$ cat src/rtl/demux1t4_32_buf.sv
// demux1t4_32_buf: 1-to-4 word distributor with a single-entry holding
// register and an independent valid/ready handshake per output channel.
// A word presented with select s lands in channel s; a stalled consumer
// only blocks words aimed at its own channel.
module demux1t4_32_buf #(
  parameter int unsigned WIDTH = 32,
  parameter int unsigned CNT_W = 16
) (
  input  logic             clk,
  input  logic             rst,
  input  logic [1:0]       s,
  input  logic [WIDTH-1:0] I,
  input  logic             i_valid,
  output logic             i_ready,
  output logic [WIDTH-1:0] O0,
  output logic [WIDTH-1:0] O1,
  output logic [WIDTH-1:0] O2,
  output logic [WIDTH-1:0] O3,
  output logic [3:0]       o_valid,
  input  logic [3:0]       o_ready,
  output logic [CNT_W-1:0] cnt0,
  output logic [CNT_W-1:0] cnt1,
  output logic [CNT_W-1:0] cnt2,
  output logic [CNT_W-1:0] cnt3
);

  localparam int unsigned NCH = 4;

  logic [WIDTH-1:0] d_q [NCH];
  logic [WIDTH-1:0] d_d [NCH];
  logic [NCH-1:0]   v_q;
  logic [NCH-1:0]   v_d;
  logic [CNT_W-1:0] c_q [NCH];
  logic [CNT_W-1:0] c_d [NCH];
  logic             accept_c;

  // Target slot can take a word if empty or being drained this cycle.
  assign i_ready  = ~v_q[s] | o_ready[s];
  assign accept_c = i_valid & i_ready;

  // Per-channel next state: a fill wins over a same-cycle drain (no bubble).
  always_comb begin
    for (int k = 0; k < int'(NCH); k++) begin
      d_d[k] = d_q[k];
      v_d[k] = v_q[k];
      c_d[k] = c_q[k];
      if (accept_c && (s == 2'(k))) begin
        d_d[k] = I;
        v_d[k] = 1'b1;
        c_d[k] = c_q[k] + CNT_W'(1);
      end else if (v_q[k] && o_ready[k]) begin
        v_d[k] = 1'b0;
      end
    end
  end

  // Channel registers with synchronous reset discarding any held words.
  always_ff @(posedge clk) begin
    if (rst) begin
      for (int k = 0; k < int'(NCH); k++) begin
        d_q[k] <= '0;
        c_q[k] <= '0;
      end
      v_q <= '0;
    end else begin
      for (int k = 0; k < int'(NCH); k++) begin
        d_q[k] <= d_d[k];
        c_q[k] <= c_d[k];
      end
      v_q <= v_d;
    end
  end

  assign O0      = d_q[0];
  assign O1      = d_q[1];
  assign O2      = d_q[2];
  assign O3      = d_q[3];
  assign o_valid = v_q;
  assign cnt0    = c_q[0];
  assign cnt1    = c_q[1];
  assign cnt2    = c_q[2];
  assign cnt3    = c_q[3];

endmodule

$ cat config.mk
export PLATFORM = sky130hd
export DESIGN_NAME = demux1t4_32_buf
export DESIGN_NICKNAME = d
export VERILOG_FILES = /design/src/rtl/demux1t4_32_buf.sv
export SDC_FILE = /design/constraint.sdc
export NUM_CORES = 1
export LEC_CHECK = 0
export ABC_AREA = 1
export BUFFER_PORTS_ARGS = -buffer_cell sky130_fd_sc_hd__buf_2
export CORE_MARGIN = 2
export CORE_UTILIZATION = 40
export DETAILED_ROUTE_END_ITERATION = 12
export PLACE_DENSITY = 0.68
export SKIP_LAST_GASP = 1
export SLEW_MARGIN = 20
export SYNTH_ARGS = -nofsm -noshare
export SYNTH_HDL_FRONTEND = slang
export SYNTH_SLANG_ARGS = --single-unit
$ cat constraint.sdc
create_clock -name clk -period 4.5 [get_ports clk]
set_clock_uncertainty 0.2 [all_clocks]
set_input_delay 0.45 -clock clk [delete_from_list [all_inputs] [get_ports clk]]
set_output_delay 0.45 -clock clk [all_outputs]
set_load 0.01 [all_outputs]
==> results.json <==
{
  "grt_usage_pct": 22.2,
  "hold_end": "d_q[0][26]",
  "core_area_um2": 21000,
  "seq_area_um2": 3920,
  "grt_start_max_net_pins": 102,
  "yosysUniqueCellTypes": 23,
  "cts-root-buf": "clkbuf_16",
  "final_antenna_net_count": 0,
  "syn_area_um2": 8570,
  "power_density_nw_per_um2": 352,
  "placementRows": 53,
  "layout_commonest_cell": "nand2_1",
  "postCtsSetupBuffers": 0,
  "port_buffers": 237,
  "initial_core_util_pct": 40.8,
  "r2r-start": "o_valid[0]",
  "cts_tree": "yes",
  "pre_cts_slack_ns": 1.54,
  "wl_per_cell_um": 14.9,
  "cp.required_ns": 4.58,
  "cp-start-kind": "flop",
  "clock_latency_ns": 0.43,
  "worstSetupStartpoint": "o_valid[0]",
  "clock-sinks": 196,
  "maxCapViolCount": 0,
  "synth_warnings": 0,
  "syn_avg_cell_area_um2": 7.21,
  "tightest_slew_ns": 0.741,
  "cts_hold_buffers": 0,
  "die_x_um": 150,
  "finalMaxSlewViolations": 0,
  "r2r_cells": 9,
  "ff2ff_setup_slack_ns": 2.12,
  "crit_fanout": 29,
  "setup_slack_ns": 2.12,
  "drt_first_pass_iters": 5,
  "syn_inst": 1189,
  "grt.overflow.total": 0,
  "arrival_ns": 2.46,
  "ctsResizeCount": 0,
  "stdcell_count": 1673,
  "drive_gt1_share_pct": 20.7,
  "vias": 8331,
  "finalSetupTns_ns": 0,
  "multi_input_area_um2": 4010,
  "drtIter0Drc": 441,
  "grt_pass1_wl_mm": 40.1,
  "worstSetupEndpointType": "flop",
  "num_antenna_cells": 0,
  "vdd_drop_max_mv": 0.218,
  "io_pins": 238,
  "ys_seq_area_share_pct": 45.8,
  "routed_wl_mm": 24.9,
  "grt_antenna_before_repair": 0,
  "hold_class": "input port to flop",
  "die_area_um2": 22600,
  "synthToLayoutAreaGrowth_pct": 20.6,
  "dpl.hpwl_mm": 16.4,
  "period_needed_ns": 2.38,
  "synth_nets": 1234,
  "maxClockFrequency_ghz": 0.420,
  "nets": 1430,
  "cts_inserted_buffers": 17,
  "min_path_cells": 3,
  "dpl.cell_count": 1641,
  "rsz0062_at_grt": "no",
  "outcome": "completed",
  "hold_viol": 0,
  "fp.dieH_um": 150,
  "fillers": 2103,
  "setup_viol": 0,
  "crit_type": "flop to flop",
  "ctsLongestPathBuffers": 2,
  "htreeDepth": 4,
  "timing.slew.headroom_pct": 50.6,
  "ys_ff_latch": 196,
  "grt_pass1_vias": 7693,
  "p_leak_uw": 0.00430,
  "timing.final.crit_share_pct": 52.9,
  "rr_endpoint": "d_q[1][8]",
  "layout_common_cells": "494 x nand2_1, 236 x buf_2, 196 x a21oi_1, 196 x dfxtp_1, 54 x nor2_1",
  "globalplace.congestion": 0.835,
  "path_clk_slew_ns": 0.08,
  "drc_errors": 0,
  "min_from": "I[26]",
  "holdWs_ns": 0.0972,
  "viasPerCell": 4.98
}
-- synthesized netlist by cell type --
cell type  number  share of area (%)
a21oi_1       196                 11
buf_2          15               0.88
buf_4           1              0.088
buf_6          24                3.2
clkbuf_1       24                1.1
dfxtp_1       196                 46
ha_1            4               0.58
inv_1          50                2.2
inv_2           4               0.18
nand2_1       494                 22
nand2_8         2               0.47
nand3_1        31                1.8
nand3_2         4               0.47
nand3b_1        8               0.70
nand4_1        28                2.0
nor2_1         54                2.4
nor2_2          1              0.073
nor2_4          2               0.26
nor2_8          4               0.93
nor3_1          5               0.29
o21ai_0        16               0.93
xnor2_1         5               0.51
xor2_1         21                2.1
-- layer usage --
metal  global-route usage [%]  part of all wire, %
met5                        0                    0
met4                     4.48                 0.77
met3                     7.42                  8.1
met2                     36.7                   47
met1                     28.2                   44
-- worst max-delay path, cell delays in order, from the launching register on --
cell     delay (ns)
dfxtp_1        0.34
nand2_1        0.07
nand2_1        0.04
nand2_1        0.05
nand2_1        0.12
nand2_8        0.23
nand3_2        0.49
buf_4          0.48
nand2_1        0.12
a21oi_1        0.07
-- where the power goes --
part,total (uW),leakage [uW],internal [uW],switching [uW]
combinational,275,0.00242,82.9,192
sequential,1800,0.00159,1780,23.8
clock,1560,0.000298,775,790
total,3640,0.00430,2630,1010
-- kinds of logic (layout without fill, tap and decap cells) --
group,Yosys count,count (layout),synth area share (%)
and+or+nand+nor,633,633,31.1
AOI/OAI and AO/OA,212,212,12.4
DFF,196,196,45.8
buffers and inverters,118,327,7.53
xor gates and xnor gates,26,26,2.66
adders and majority gates,4,4,0.584
-- sequential cells by signal, indices dropped and copies added (netlist names) --
register / count
d_q: 128
c_q: 64
o_valid: 4
-- layout make-up --
cell class,count,share of cell area [%]
Multi-Input combinational cell,875,38.8
Clock inverter,14,1.78
Clock buffer,18,4.25
Inverter,54,1.96
Timing Repair Buffer,241,11.9
Sequential cell,196,38.0
Tap cell,275,3.33
-- per-stage QoR --
step	utilization [%]	power [uW]	cell area, um^2
after global placement	46.2	2110	9710
final	49.2	3640	10300
after global routing	49.2	3780	10300
after CTS	49.1	3670	10300
after floorplan	-	2010	8570
after detailed placement	46.2	2120	9710
-- worst max path at each step --
| stage | endpoint | cells after the start |
|---|---|---|
| 3_3_place_gp | d_q[0][2] | 9 |
| 5_1_grt | d_q[1][8] | 9 |
| 6_report | d_q[1][8] | 9 |
| 3_5_place_dp | d_q[0][7] | 9 |
| 4_1_cts | d_q[0][7] | 8 |
| 2_1_floorplan | i_ready | 7 |
Note: power is estimated with default switching activity, not from simulation.
